===== src/rtl/sd_pkg.sv =====
// Shared definitions for the SD DAT0 block receiver.
// Holds the receiver state encoding, CRC-16 polynomial and block-size limit.
// Also provides the block-length normalisation helper used on start.
package sd_pkg;

    typedef enum logic [2:0] {
        IDLE,
        WAIT_START,
        DATA,
        CRC,
        END_BIT
    } sd_state_t;

    localparam logic [15:0] CRC_POLY    = 16'h1021;
    localparam int          MAX_BLK_LEN = 512;

    // Index of the last byte of a block: 0 means a full block, oversize is clamped.
    function automatic logic [9:0] last_byte_idx(input logic [9:0] len);
        if (len == 10'd0 || len > 10'(MAX_BLK_LEN)) begin
            return 10'(MAX_BLK_LEN - 1);
        end
        return len - 10'd1;
    endfunction

endpackage


===== src/rtl/sd_crc16_core.sv =====
// Serial CRC-16 (x^16+x^12+x^5+1), one bit per enabled cycle, MSB-first, init 0.
// Latency: crc reflects a bit on the cycle after en.
// Backpressure: none; clr has priority over en.
module sd_crc16_core
    import sd_pkg::*;
(
    input  logic        clk,
    input  logic        rst,
    input  logic        clr,
    input  logic        en,
    input  logic        d,
    output logic [15:0] crc
);

    logic fb;

    assign fb = crc[15] ^ d;

    // Galois-form LFSR update on each enabled bit.
    always_ff @(posedge clk) begin
        if (rst || clr) begin
            crc <= 16'h0000;
        end else if (en) begin
            crc <= {crc[14:0], 1'b0} ^ (fb ? CRC_POLY : 16'h0000);
        end
    end

endmodule


===== src/rtl/sd_data_rx.sv =====
// SD DAT0 single-line block receiver: start bit, MSB-first bytes, CRC-16, end bit.
// Latency: byte_valid/done appear one cycle after the strobe that completes them.
// Backpressure: none; all progress is paced by bit_en. Optional start-bit timeout
// is built only when SD_DATA_RX_TIMEOUT_EN is defined.
module sd_data_rx
    import sd_pkg::*;
#(
    parameter int TIMEOUT_CYCLES = 65535
) (
    input  logic       clk,
    input  logic       rst,
    input  logic       bit_en,
    input  logic       dat_in,
    input  logic       start,
    input  logic [9:0] blk_len,
    output logic       busy,
    output logic [7:0] byte_out,
    output logic       byte_valid,
    output logic       done,
    output logic       crc_ok,
    output logic       end_err,
    output logic       timeout
);

    sd_state_t   state;
    sd_state_t   state_nx;
    logic [2:0]  bit_cnt;
    logic [9:0]  byte_cnt;
    logic [9:0]  last_idx;
    logic [3:0]  crc_cnt;
    logic [6:0]  shreg;
    logic [15:0] rx_crc;
    logic [15:0] calc_crc;

    logic start_acc;
    logic start_bit;
    logic data_bit;
    logic byte_end;
    logic blk_end;
    logic crc_bit;
    logic crc_end;
    logic end_take;
    logic to_hit;

    assign start_acc = (state == IDLE) && start;
    assign start_bit = (state == WAIT_START) && bit_en && !dat_in;
    assign data_bit  = (state == DATA) && bit_en;
    assign byte_end  = data_bit && (bit_cnt == 3'd7);
    assign blk_end   = byte_end && (byte_cnt == last_idx);
    assign crc_bit   = (state == CRC) && bit_en;
    assign crc_end   = crc_bit && (crc_cnt == 4'd15);
    assign end_take  = (state == END_BIT) && bit_en;
    assign busy      = (state != IDLE);

`ifdef SD_DATA_RX_TIMEOUT_EN
    localparam int TW = $clog2(TIMEOUT_CYCLES + 1);

    logic [TW-1:0] to_cnt;

    // A line-high strobe that would be the TIMEOUT_CYCLES-th in WAIT_START aborts the wait.
    assign to_hit = (state == WAIT_START) && bit_en && dat_in &&
                    (to_cnt == TW'(TIMEOUT_CYCLES - 1));

    // Count strobes spent waiting for the start bit; restart outside WAIT_START.
    always_ff @(posedge clk) begin
        if (rst || state != WAIT_START) begin
            to_cnt <= '0;
        end else if (bit_en) begin
            to_cnt <= to_cnt + 1'b1;
        end
    end

    // One-cycle timeout pulse following the aborting strobe.
    always_ff @(posedge clk) begin
        if (rst) begin
            timeout <= 1'b0;
        end else begin
            timeout <= to_hit;
        end
    end
`else
    // The limit only matters when the timeout feature is built.
    logic unused_timeout_cfg;
    assign unused_timeout_cfg = ^TIMEOUT_CYCLES;
    assign to_hit  = 1'b0;
    assign timeout = 1'b0;
`endif

    // State register.
    always_ff @(posedge clk) begin
        if (rst) begin
            state <= IDLE;
        end else begin
            state <= state_nx;
        end
    end

    // Next-state logic; every transition except arming is gated by bit_en.
    always_comb begin
        state_nx = state;
        case (state)
            IDLE:       if (start) state_nx = WAIT_START;
            WAIT_START: begin
                if (start_bit) begin
                    state_nx = DATA;
                end else if (to_hit) begin
                    state_nx = IDLE;
                end
            end
            DATA:       if (blk_end) state_nx = CRC;
            CRC:        if (crc_end) state_nx = END_BIT;
            END_BIT:    if (bit_en) state_nx = IDLE;
            default:    state_nx = IDLE;
        endcase
    end

    // Block length capture, bit/byte/CRC counters and deserialisers.
    always_ff @(posedge clk) begin
        if (rst) begin
            last_idx <= 10'd0;
            bit_cnt  <= 3'd0;
            byte_cnt <= 10'd0;
            crc_cnt  <= 4'd0;
            shreg    <= 7'd0;
            rx_crc   <= 16'h0000;
        end else begin
            if (start_acc) begin
                last_idx <= last_byte_idx(blk_len);
            end
            if (start_bit) begin
                bit_cnt  <= 3'd0;
                byte_cnt <= 10'd0;
                crc_cnt  <= 4'd0;
            end
            if (data_bit) begin
                shreg   <= {shreg[5:0], dat_in};
                bit_cnt <= bit_cnt + 3'd1;
                if (byte_end) begin
                    byte_cnt <= byte_cnt + 10'd1;
                end
            end
            if (crc_bit) begin
                rx_crc  <= {rx_crc[14:0], dat_in};
                crc_cnt <= crc_cnt + 4'd1;
            end
        end
    end

    // Result outputs: byte/done pulses, status held until the next accepted start.
    always_ff @(posedge clk) begin
        if (rst) begin
            byte_out   <= 8'h00;
            byte_valid <= 1'b0;
            done       <= 1'b0;
            crc_ok     <= 1'b0;
            end_err    <= 1'b0;
        end else begin
            byte_valid <= byte_end;
            done       <= end_take;
            if (byte_end) begin
                byte_out <= {shreg, dat_in};
            end
            if (start_acc) begin
                crc_ok  <= 1'b0;
                end_err <= 1'b0;
            end
            if (end_take) begin
                crc_ok  <= (calc_crc == rx_crc);
                end_err <= !dat_in;
            end
        end
    end

    sd_crc16_core u_crc (
        .clk (clk),
        .rst (rst),
        .clr (start_bit),
        .en  (data_bit),
        .d   (dat_in),
        .crc (calc_crc)
    );

endmodule


===== config.mk =====
export PLATFORM = sky130hd
export DESIGN_NAME = sd_data_rx
export DESIGN_NICKNAME = d
export VERILOG_FILES = /design/src/rtl/sd_pkg.sv /design/src/rtl/sd_crc16_core.sv /design/src/rtl/sd_data_rx.sv
export SDC_FILE = /design/constraint.sdc
export NUM_CORES = 1
export LEC_CHECK = 0
export CAP_MARGIN = 5
export CORE_ASPECT_RATIO = 1.4
export CORE_MARGIN = 2
export CORE_UTILIZATION = 55
export DETAILED_ROUTE_END_ITERATION = 7
export PLACE_DENSITY = 0.76
export REMOVE_ABC_BUFFERS = 1
export SYNTH_ARGS = -nofsm -noshare
export SYNTH_HDL_FRONTEND = slang
export SYNTH_SLANG_ARGS = --single-unit

===== constraint.sdc =====
create_clock -name clk -period 3 [get_ports clk]
set_input_delay 0.6 -clock clk [delete_from_list [all_inputs] [get_ports clk]]
set_output_delay 0.6 -clock clk [all_outputs]
set_load 0.005 [all_outputs]

-- Word level (Yosys, flattened, before mapping)
Index checks and enable logic that the tools add are counted.
- add/subtract/negate cells: 4
- $lt $le $gt $ge: 1
- eq/ne operators: 13
- multiplexer cells: 22
- bitwise logic cells: 2
- reduce and logical (&&, ||, !) cells: 19
- operators with widths (operator ; count):
    two-way mux 10 bit ; 5
    two-way mux 3 bit ; 7
    == test 16 bit ; 1
    XOR 16 bit ; 1
    one-hot mux 3 bit (5 select lines) ; 1
    two-way mux 13 bit ; 1
    adder 10 x 1 -> 10 bit (second input constant) ; 1
    == test 10 bit ; 1
    > comparator 10 bit (second input constant) ; 1
    logical NOT 10 bit ; 1
    subtractor 10 x 1 -> 10 bit (second input constant) ; 1
    logical AND 1 bit ; 9
    two-way mux 4 bit ; 2
    inequality test 2 bit (second input constant) ; 4
    == test 3 x 2 -> 1 bit (second input constant) ; 2
    == test 3 bit (second input constant) ; 2
    two-way mux 1 bit ; 6
    nonzero test 2 bit ; 3
    AND reduction 5 bit ; 1
    adder 4 x 1 -> 4 bit (second input constant) ; 1
    == test 4 bit (second input constant) ; 1
    adder 3 x 1 -> 3 bit (second input constant) ; 1
    == test 3 x 1 -> 1 bit (second input constant) ; 1
    logical NOT 3 bit ; 1
    other kinds (5) ; 6
- register bits: 81
- input port bits: 15

-- Longest topological paths before layout
Gate-level depths: netlist (run 1).
- depth in word-level cells: 6
- mapped depth: 7
- depth with buffers taken out: 6

-- Hierarchy
Synthesis (run 1) repeated with hierarchy kept, for this count alone.
- cell total of the unflattened synthesis: 425
- area total of the unflattened synthesis: 3673.5 um^2
- by module, submodules not included (module ; instances ; cells each ; area an instance (um^2) ; sequential area each (um^2)):
    sd_data_rx ; 1 ; 365 ; 3040.4 ; 1301.2
    sd_crc16_core ; 1 ; 60 ; 633.1 ; 320.3

-- Worst setup path before layout (run 1)
Ideal clock, no wire load.
- kind: input to register
- start: input blk_len[0]
- end: register last_idx[0]
- setup time: 79 ps
- arrival time: 1703 ps
- path slack: 1217 ps
- stages: 7
- buffers on the path: 1
- cells stage by stage: inv_1 -> ha_1 -> nor4b_1 -> a21oi_1 -> o21a_1 -> buf_6 -> a211oi_2
- longest elaborated chain between the ends: 6
- elaborated cells on any way between the ends: 8
- RTL lines (item ; line ; text):
    start, declared ; sd_data_rx.sv:15 ; input logic [9:0] blk_len,
    > comparator 10 bit / logical NOT 10 bit (equally long branches) ; sd_pkg.sv:19 ; if (len == 10'd0 || len > 10'(MAX_BLK_LEN)) begin
    logical OR 1 bit ; sd_pkg.sv:19 ;
    two-way mux 1 bit ; sd_pkg.sv:19 ;
    two-way mux 1 bit ; sd_data_rx.sv:127 ; if (start_acc) begin
    two-way mux 1 bit ; sd_data_rx.sv:119 ; if (rst) begin
    two-way mux 10 bit (*) ; sd_pkg.sv:22 ; return len - 10'd1;
    end signal, assigned ; sd_data_rx.sv:128 ; last_idx <= last_byte_idx(blk_len);
    end, declared ; sd_data_rx.sv:29 ; logic [9:0] last_idx;
Every way passes the cells marked *; elsewhere a longest branch is shown, timed or not. The select of a mux whose other input is x is not followed.
A chain may end at the register's enable or synchronous reset.

-- Worst setup path after layout (run 1)
- start: register state[1]
- end: output busy
- longest elaborated chain between the ends: 1
- RTL lines (item ; line ; text):
    start, declared ; sd_data_rx.sv:25 ; sd_state_t state;
    start signal, assigned ; sd_data_rx.sv:94 ; state <= state_nx;
    nonzero test 3 bit ; sd_data_rx.sv:53 ; assign busy = (state != IDLE);
    end, declared ; sd_data_rx.sv:16 ; output logic busy,
Every way passes these cells.

==> reports/metrics.yaml, run 1 <==
cts:
  clockBufferDepth: 2
  clkLatencyLatePin_ns: 0.36
  post_cts_resized: 0
  tritoncts: "built"
  cts_made_buffers: 9
  hold_buffers: 0
  cts_setup_buffers: 0
  clock-sinks: 81
  root_buffer: "clkbuf_8"
  clk_pin_slew_worst_paths_ns: 0.09
  h-tree-depth: 3
run:
  drv_cap: 0
yosys:
  synth_cells: 443
  yosys_register_bits: 81
  ys_seq_area_frac: 0.4402
  ys_warn_count: 0
  synth_top_area_share: 0.4402
  postSynthAreaPerCell_um2: 8.315
  synthTopCellsByArea: "dfxtp_1, nand2_1, a21oi_1"
  yosysTopAreaCell: "dfxtp_1"
  synth.distinct_cells: 47
  syn-cell-area_um2: 3684
timing:
  final_hold_viol_count: 0
  finClkSkew_ns: 0.008855
  clock.fmax_ghz: 0.4276
  drv_slew: 0
  setup_violations: 0
  rsz0062_at_grt: "false"
  min_period_ns: 2.339
  tns_ns: 0
  period_share: 0.7795
worst_setup_path:
  crit_path_max_fanout: 11
  critical_path_arrival_ns: 1.74
  start_kind: "flip-flop"
  required_ns: 2.40
  end_kind: "primary output"
  path_class: "reg -> out"
global_routing:
  grt_usage: 0.2292
  grt_max_degree: 36
  grt_first_pass_wirelength_um: 13090
  grt_overflow: 0
  grt_pass1_vias: 2924
  antenna_found_initial: 0
drt:
  drc: 0
  routed-via-count: 2955
  first_pass_iters: 4
  via_per_inst: 5.442
  wire_per_inst_um: 13.73
  wl_um: 7456
  drtIter0Drc: 122
  ant_nets: 0
die:
  die-area_um2: 7377
  die_h_um: 100.8
  io_pins: 29
  initial_core_util: 0.5645
  fp.coreArea_um2: 6525
  die_x_um: 73.17
  rows: 35
finish:
  stdcell_count: 543
  syn2layout_area_growth_pct: 13.62
  n_antenna_cell: 0
  final_nets: 485
  final_layout_size_suffix_gt1_frac: 0.09382
placed_design:
  io_buffers: 27
  place.gp.congestion: 0.8174
  dpl.hpwl_um: 5420
  post-place-cells: 527
power:
  vdd_drop_max_v: 0.0003936
  p_leak_nw: 1.451
  powerDensity_nw_per_um2: 492.7
hold_path:
  min_path_type: "reg -> reg"
outcome:
  status: "complete, no violations"
[power by group]
group	internal [mW]	switching [mW]	total, mW
Clock	0.389	0.415	0.804
Sequential	1.09	0.0156	1.10
Combinational	0.0673	0.0859	0.153
[Yosys cell counts, drive strengths merged]
| cell type | number |
|---|---|
| a211oi | 11 |
| a21oi | 61 |
| a22oi | 1 |
| a2bb2oi | 1 |
| a31oi | 3 |
| a32o | 1 |
| and2 | 1 |
| and3 | 4 |
| and4 | 2 |
| and4b | 1 |
| and4bb | 1 |
| buf | 20 |
| clkbuf | 8 |
| conb | 1 |
| dfxtp | 81 |
| ha | 6 |
| inv | 6 |
| mux2 | 1 |
| mux2i | 2 |
| nand2 | 109 |
| nand2b | 1 |
| nand3 | 10 |
| nand3b | 4 |
| nand4 | 6 |
| nand4b | 1 |
| nand4bb | 1 |
| nor2 | 36 |
| nor3 | 4 |
| nor4 | 5 |
| nor4b | 3 |
| o211ai | 1 |
| o21a | 1 |
| o21ai | 3 |
| o311ai | 1 |
| o32a | 1 |
| or2 | 2 |
| or3 | 1 |
| or4 | 1 |
| xnor2 | 25 |
| xor2 | 15 |
[registers in the layout (all words and copies together), names as in the netlist, 3 cells and up]
| signal | count |
|---|---|
| rx_crc | 16 |
| state | 3 |
| byte_out | 8 |
| bit_cnt | 3 |
| last_idx | 10 |
| shreg | 7 |
| byte_cnt | 10 |
| crc_cnt | 4 |
| u_crc.crc | 16 |
[critical path: stages, from the launching register on]
cell and delay (ns):
dfxtp_1 0.60, nor2_1 0.17, nand2_1 0.11, clkdlybuf4s50_1 0.50
[placed cells by master (no fill, tap or decap), drive strengths merged, types with 4 or more instances in the layout]
cell type	n
nor4	5
nand3	10
dfxtp	81
xor2	15
nand4	6
and3	4
xnor2	25
ha	6
a211oi	11
clkdlybuf4s50	26
nor2	36
clkbuf	9
nand2	109
buf	12
nor3	4
inv	7
nand3b	4
a21oi	61
[through the flow]
| stage | hold slack (ns) | cell area [um2] | power (mW) | setup WS (ns) | util |
|---|---|---|---|---|---|
| 2_1_floorplan | 0.4260 | 3542 | 1.209 | 0.8235 | - |
| 5_1_grt | 0.4824 | 4185 | 2.141 | 0.5898 | 0.6414 |
| 3_3_place_gp | 0.4401 | 3983 | 1.281 | 0.4869 | 0.6104 |
| 4_1_cts | 0.4573 | 4185 | 2.081 | 0.6348 | 0.6414 |
| 3_5_place_dp | 0.4443 | 3983 | 1.285 | 0.4188 | 0.6104 |
| 6_report | 0.4570 | 4185 | 2.062 | 0.6614 | 0.6414 |
[area by class of cell]
cell class,count,area (um2)
fillers,582,2340
multi-input cells,328,1898
flip-flops and latches,81,1622
repair buffers,38,347.8
clock buffers,9,123.9
well taps,74,92.59
clock inverters,7,78.83
inverters,6,22.52
[per-layer routing]
layer / GRT usage / up-vias / routed length, um
li1: - / 1534 / -
met1: 0.2479 / 1378 / 3046
met2: 0.4151 / 34 / 4112
met3: 0.04800 / 9 / 178
met4: 0.1068 / 0 / 119
met5: 0 / - / 0
[final timing paths]
kind | from | endpoint | slack [ns] | cells past startpoint
setup / recovery | state[1] | busy | 0.66 | 3
hold / removal | shreg[6] | byte_out[7] | 0.46 | 2
hold reg to reg | shreg[6] | byte_out[7] | 0.46 | 2
setup reg to reg | state[1] | byte_cnt[6] | 1.09 | 4
[logic make-up (layout without fill, tap and decap cells)]
logic type               after synthesis  count (layout)  share of synthesized area
AO/OA/AOI/OAI                         85              85                     0.1430
XOR/XNOR                              40              40                    0.09511
adder cells (fa/ha/maj)                6               6                    0.02038
buffers and inverters                 34              60                    0.04450
flip-flops                            81              81                     0.4402
multiplexers                           3               3                   0.008492
other                                  1               1                   0.001018
AND/OR/NAND/NOR                      193             193                     0.2473
Power figures use the tool's default switching activity.
==> inputs of run 2 (changes only) <==
- CORE_UTILIZATION: 55 -> 52
- PLACE_DENSITY: 0.76 -> 0.75
- clock period: 3 -> 2.1 ns (I/O delays scaled with it)
==> run 2 against run 1 <==
Effect of this change:
- combinational power increased by 60%
- sequential share of layout area decreased by 1.5 points
- global-route usage down 1.7 points
- sequential power is 44% higher
- clock power up 43%
- sequential cell count is the same
- first-iteration DRC count is 20% higher
- count of clock-buffer cells in the layout unchanged
- power up 44%
- non-clock buffer count rose by 18
==> reports/metrics.yaml, run 2 (synthesis gave the netlist of run 1 again) <==
finish:
  final_cell_mix: "nand2_1, dfxtp_1, a21oi_1"  # unchanged
  stdcell_count: 582  # was 543
  final_nets: 503  # was 485
  mostFrequentLayoutCell: "nand2_1"  # unchanged
  reg_top3: "rx_crc: 16 flops, u_crc.crc: 16 flops"  # unchanged
  n_antenna_cell: 0  # unchanged
  regArea_um2: 1624  # was 1622 um2
  multi_input_comb_area_um2: 1898  # unchanged
  utilization: 0.6327  # was 0.6414
  fill_cells: 624  # was 582
  syn2layout_area_growth_pct: 18.38  # was 13.62%
  final_layout_size_suffix_gt1_frac: 0.1314  # was 0.09382
cts:
  clkLatencyLatePin_ns: 0.36  # about the same
  clk_pin_slew_worst_paths_ns: 0.09  # about the same
  clockBufferDepth: 2  # unchanged
  h-tree-depth: 3  # unchanged
  hold_buffers: 0  # unchanged
  clock-sinks: 81  # unchanged
  cts_made_buffers: 9  # unchanged
  root_buffer: "clkbuf_8"  # unchanged
  tritoncts: "built"  # unchanged
placed_design:
  dpl.hpwl_um: 5644  # was 5420 um
  post-place-cells: 566  # was 527
  pre_cts_ws_ns: -0.1923  # was 0.4188 ns
  place.gp.congestion: 0.8086  # was 0.8174
  io_buffers: 27  # unchanged
global_routing:
  grt_usage: 0.2122  # was 0.2292
  grt_overflow: 0  # unchanged
  grt_pass1_vias: 2886  # was 2,924
  grt_max_degree: 38  # was 36
  antenna_found_initial: 0  # unchanged
  grt_first_pass_wirelength_um: 12850  # was 13,090 um
timing:
  finClkSkew_ns: 0.01155  # was 0.008855 ns
  final_hold_viol_count: 0  # unchanged
  drv_slew: 0  # unchanged
  period_share: 0.9296
  clock.fmax_ghz: 0.5123
  tns_ns: 0  # unchanged
  rsz0062_at_grt: "false"  # unchanged
  min_period_ns: 1.952
  setup_violations: 0  # unchanged
  finalWorstSetupSlack_ns: 0.1479  # was 0.6614 ns
die:
  rows: 36  # was 35
  io_pins: 29  # unchanged
  die_x_um: 75.13  # was 73.17 um
  die-area_um2: 7782  # was 7377 um2
  initial_core_util: 0.5345  # was 0.5645
  die_h_um: 103.6  # was 100.8 um
  fp.coreArea_um2: 6892  # was 6525 um2
drt:
  drc: 0  # unchanged
  drtIter0Drc: 147  # was 122
  wl_um: 7715  # was 7456 um
  ant_nets: 0  # unchanged
  via_per_inst: 5.284  # was 5.442
  first_pass_iters: 4  # unchanged
  wire_per_inst_um: 13.26  # was 13.73 um
  routed-via-count: 3075  # was 2,955
power:
  intPower_mw: 2.231  # was 1.546 mW
  switching_share: 0.2496  # was 0.2503
  vdd_drop_max_v: 0.0005876  # was 0.0003936 V
  powerDensity_nw_per_um2: 681.8  # was 492.7 nW/um2
  seqPwrFrac: 0.531  # was 0.536
  p_sw_mw: 0.7421  # was 0.5163 mW
  p_leak_nw: 1.553  # was 1.451 nW
  pwr-share-clk: 0.387  # was 0.390
  p_comb_frac: 0.083  # was 0.074
worst_setup_path:
  start_kind: "flip-flop"  # unchanged
  path_class: "reg -> out"  # unchanged
  crit_path_max_fanout: 5  # was 11
  ff2ff_path_depth: 4  # unchanged
  critical_path_arrival_ns: 1.53  # was 1.74 ns
  required_ns: 1.68  # was 2.40 ns
  end_kind: "primary output"  # unchanged
run:
  drv_cap: 0  # unchanged
hold_path:
  hold_depth: 2  # unchanged
  min_path_type: "reg -> reg"  # unchanged
outcome:
  status: "complete, no violations"  # unchanged
[run 2: changes by cell type in the layout (fill, tap and decap cells not counted), sizes merged]
cell | previous run | this run
inv | 7 | 8
buf | 12 | 30
clkinvlp | 3 | 1
clkinv | 2 | 3
[run 2: final cells by class]
type | instances | share of cell area
Multi-Input combinational cell | 328 | 0.4353
Sequential cell | 81 | 0.3725
Timing Repair Buffer | 56 | 0.1136
Clock buffer | 9 | 0.02841
Tap cell | 95 | 0.02726
Clock inverter | 7 | 0.01779
Inverter | 6 | 0.005165
[run 2: final timing paths]
path,to,start,slack [ns]
worst min-delay path,byte_out[7],shreg[6],0.45
worst min register to register,byte_out[7],shreg[6],0.45
worst max register to register,last_idx[2],state[1],0.45
worst max-delay path,busy,state[1],0.15
[run 2: repair_timing]
item | in CTS | in global routing
resized for setup | 0 | 2
endpoints found under the setup margin | 0 | 1
buffers inserted | 0 | 0
[run 2: routing by layer]
layer	global-route usage	share of wire	routed length, um	vias up
met5	0	0	0	-
met4	0.07018	0.021	161	0
met3	0.05058	0.023	177	13
met2	0.3828	0.55	4247	42
met1	0.2344	0.41	3128	1450
li1	-	-	-	1570
[run 2: per-stage QoR]
stage	power [mW]	hold slack, ns	instance area (um2)
4_1_cts	2.993	0.4529	4358
6_report	2.973	0.4491	4360
3_3_place_gp	1.854	0.4400	4156
5_1_grt	3.082	0.4806	4360
2_1_floorplan	1.726	0.4260	3542
3_5_place_dp	1.861	0.4481	4156
[run 2: critical path, cell delays in order (launching register included)]
cell and delay (ns):
dfxtp_1 0.37, nor2_1 0.26, nand2_1 0.10, clkdlybuf4s50_1 0.45
[run 2: power by group through the flow]
stage,Clock [mW],Combinational [mW],Sequential (mW)
after floorplan,0,0.118,1.61
after global placement,0,0.241,1.61
after detailed placement,0,0.247,1.61
after CTS,1.17,0.248,1.58
after global routing,1.23,0.268,1.58
final,1.15,0.245,1.58
==> inputs of run 3 (changes only) <==
- SYNTH_HIERARCHICAL: unset -> 1
==> run 3 against run 2 <==
Effect of this change:
- clock skew about the same
- final area up 0.92%
- sequential power about the same
- combinational power down 8.6%
- maximum frequency down 4.2%
- count of clock-buffer cells in the layout up 3
- via count down 2.9%
- area after synthesis down 0.27%
- critical path type unchanged
- largest cell class unchanged
==> reports/metrics.yaml, run 3 <==
die:
  die_h_um: 103.5  # was 103.6 um
  die-area_um2: 7762  # was 7782 um2
  rows: 36  # unchanged
  fp.coreArea_um2: 6892  # unchanged
  initial_core_util: 0.5330  # was 0.5345
  die_x_um: 75.04  # was 75.13 um
  io_pins: 29  # unchanged
placed_design:
  pre_cts_ws_ns: -0.07168  # was -0.1923 ns
  dpl.hpwl_um: 5585  # was 5644 um
  place.gp.congestion: 0.8214  # was 0.8086
  post-place-cells: 550  # was 566
  io_buffers: 27  # unchanged
cts:
  clockBufferDepth: 2  # unchanged
  post_cts_resized: 2  # was 0
  clkLatencyLatePin_ns: 0.36  # about the same
  root_buffer: "clkbuf_8"  # unchanged
  clock-sinks: 81  # unchanged
  tritoncts: "built"  # unchanged
  h-tree-depth: 3  # unchanged
  cts_made_buffers: 9  # unchanged
  clk_pin_slew_worst_paths_ns: 0.08  # was 0.09 ns
  cts_setup_buffers: 0  # unchanged
  hold_buffers: 0  # unchanged
drt:
  drc: 0  # unchanged
  ant_nets: 0  # unchanged
  via_per_inst: 5.276  # was 5.284
  first_pass_iters: 4  # unchanged
  routed-via-count: 2986  # was 3,075
  wl_um: 7572  # was 7715 um
  wire_per_inst_um: 13.38  # was 13.26 um
  wl_met2_um: 3857  # was 4247 um
  drtIter0Drc: 153  # was 147
  wl_met3_um: 270  # was 177 um
  highest_layer: "met4"  # unchanged
  routedLengthMet1_um: 3281  # was 3128 um
yosys:
  synth_top_area_share: 0.4414  # was 0.4402
  synth_edf_count: 0  # unchanged
  synth_most_common_cell: "dfxtp_1"  # was nand2_1
  synth.distinct_cells: 48  # was 47
  postSynthAreaPerCell_um2: 8.644  # was 8.315 um2
  yosysTopAreaCell: "dfxtp_1"  # unchanged
  ys_seq_area_frac: 0.4414  # was 0.4402
  synth_common_cells: "dfxtp_1, nand2_1, a21oi_1"  # was nand2_1, dfxtp_1, a21oi_1
  syn-cell-area_um2: 3674  # was 3684 um2
  async_reset_ff_frac: 0  # unchanged
  synth_cells: 425  # was 443
  yosys_register_bits: 81  # unchanged
  synthTopCellsByArea: "dfxtp_1, xnor2_1, nand2_1"  # was dfxtp_1, nand2_1, a21oi_1
  synth_ff_type: "dfxtp_1"  # unchanged
  ys_warn_count: 6  # was 0
worst_setup_path:
  max_stage_delay_ns: 0.45  # about the same
  critPathBufInv: 1  # unchanged
  crit_path_max_fanout: 12  # was 5
  end_kind: "primary output"  # unchanged
  required_ns: 1.68  # about the same
  critical_path_arrival_ns: 1.62  # was 1.53 ns
  crit_family: "buffers and inverters"  # unchanged
  worstPathCellList: "or3_1 > clkdlybuf4s50_1"  # was nor2_1 > nand2_1 > clkdlybuf4s50_1
  r2r_slack_ns: 0.47  # was 0.45 ns
  start_kind: "flip-flop"  # unchanged
  crit_path_top_delay_cell: "clkdlybuf4s50_1"  # unchanged
  path_class: "reg -> out"  # unchanged
run:
  drv_cap: 0  # unchanged
timing:
  finClkSkew_ns: 0.01138  # was 0.01155 ns
  whs_ns: 0.4545  # was 0.4491 ns
  final_hold_viol_count: 0  # unchanged
  finalWorstSetupSlack_ns: 0.06188  # was 0.1479 ns
  setup_violations: 0  # unchanged
  min_period_ns: 2.038  # was 1.952 ns
  drv_slew: 0  # unchanged
  max_slew_margin: 0.6698
  period_share: 0.9705  # was 0.9296
  rsz0062_at_grt: "false"  # unchanged
  worst_pin_slew_ns: 0.4916
  clock.fmax_ghz: 0.4906  # was 0.5123 GHz
power:
  powerDensity_nw_per_um2: 697.2  # was 681.8 nW/um2
  power_mw: 3.068  # was 2.973 mW
  p_leak_nw: 1.499  # was 1.553 nW
  vdd_drop_max_v: 0.0003232  # was 0.0005876 V
finish:
  syn2layout_area_growth_pct: 19.79  # was 18.38%
  stdcell_count: 566  # was 582
  mostFrequentLayoutCell: "dfxtp_1"  # was nand2_1
  final_nets: 487  # was 503
  reg_top3: "rx_crc: 16 flops, u_crc/crc: 16 flops"  # was rx_crc: 16 flops, u_crc.crc: 16 flops
  n_antenna_cell: 0  # unchanged
  final_cell_mix: "dfxtp_1, nand2_1, a21oi_1"  # was nand2_1, dfxtp_1, a21oi_1
  final_layout_size_suffix_gt1_frac: 0.1083  # was 0.1314
  utilization: 0.6385  # was 0.6327
global_routing:
  grt_first_pass_wirelength_um: 12380  # was 12,850 um
  grt_usage: 0.2125  # was 0.2122
  antenna_found_initial: 0  # unchanged
  grt_overflow: 0  # unchanged
  grt_max_degree: 22  # was 38
  grt_pass1_vias: 2701  # was 2,886
outcome:
  status: "complete, no violations"  # unchanged
hold_path:
  min_path_type: "reg -> reg"  # unchanged
==> run 3: layout make-up <==
class                      count  area, um2
clock buffer                  12      145.1
clock inverter                 4      76.32
fill                         586       2491
inverter                       7      26.28
multi-input combinational    314       1907
sequential                    81       1624
tap                           95      118.9
timing repair buffer          53      503.0
==> run 3: per-layer routing <==
metal	track usage	vias to the layer above
li1	-	1535
met1	0.2555	1383
met2	0.3502	59
met3	0.05329	9
met4	0.1030	0
met5	0	-
==> run 3: worst reg2reg max path, stage by stage, from the launching register on <==
cell	delay [ns]
dfxtp_1	0.36
ha_1	0.16
ha_1	0.31
nand4_4	0.17
or4_1	0.42
a21oi_1	0.14
==> run 3: path summary, 6_finish.rpt <==
check | startpoint | endpoint | depth (start not counted)
hold reg to reg | byte_out[1] | byte_out[1] | 2
setup reg to reg | bit_cnt[0] | byte_cnt[9] | 5
hold / removal | byte_out[1] | byte_out[1] | 2
setup / recovery | state[2] | busy | 2
==> run 3: power by group <==
part | switching (mW) | internal (mW) | leakage, nW
logic | 0.114 | 0.110 | 0.736
registers | 0.0203 | 1.56 | 0.656
clock network | 0.562 | 0.705 | 0.107
total | 0.696 | 2.37 | 1.50
==> run 3: cell families (layout without fill, tap and decap cells) <==
kind of cell,after synthesis,in the layout,synth area share
and+or+nand+nor,176,176,0.2493
buffers and inverters,30,76,0.03950
DFF,81,81,0.4414
muxes,15,15,0.04087
AOI/OAI and AO/OA,77,77,0.1144
other,1,1,0.001021
xor gates and xnor gates,39,39,0.09298
adders and majority gates,6,6,0.02044
==> run 3: per-stage QoR <==
| step | cell area, um2 | TNS, ns |
|---|---|---|
| 2_1_floorplan | 3555 | 0 |
| 3_3_place_gp | 4177 | -0.1312 |
| 3_5_place_dp | 4177 | -0.5180 |
| 4_1_cts | 4400 | 0 |
| 5_1_grt | 4400 | 0 |
| 6_report | 4400 | 0 |
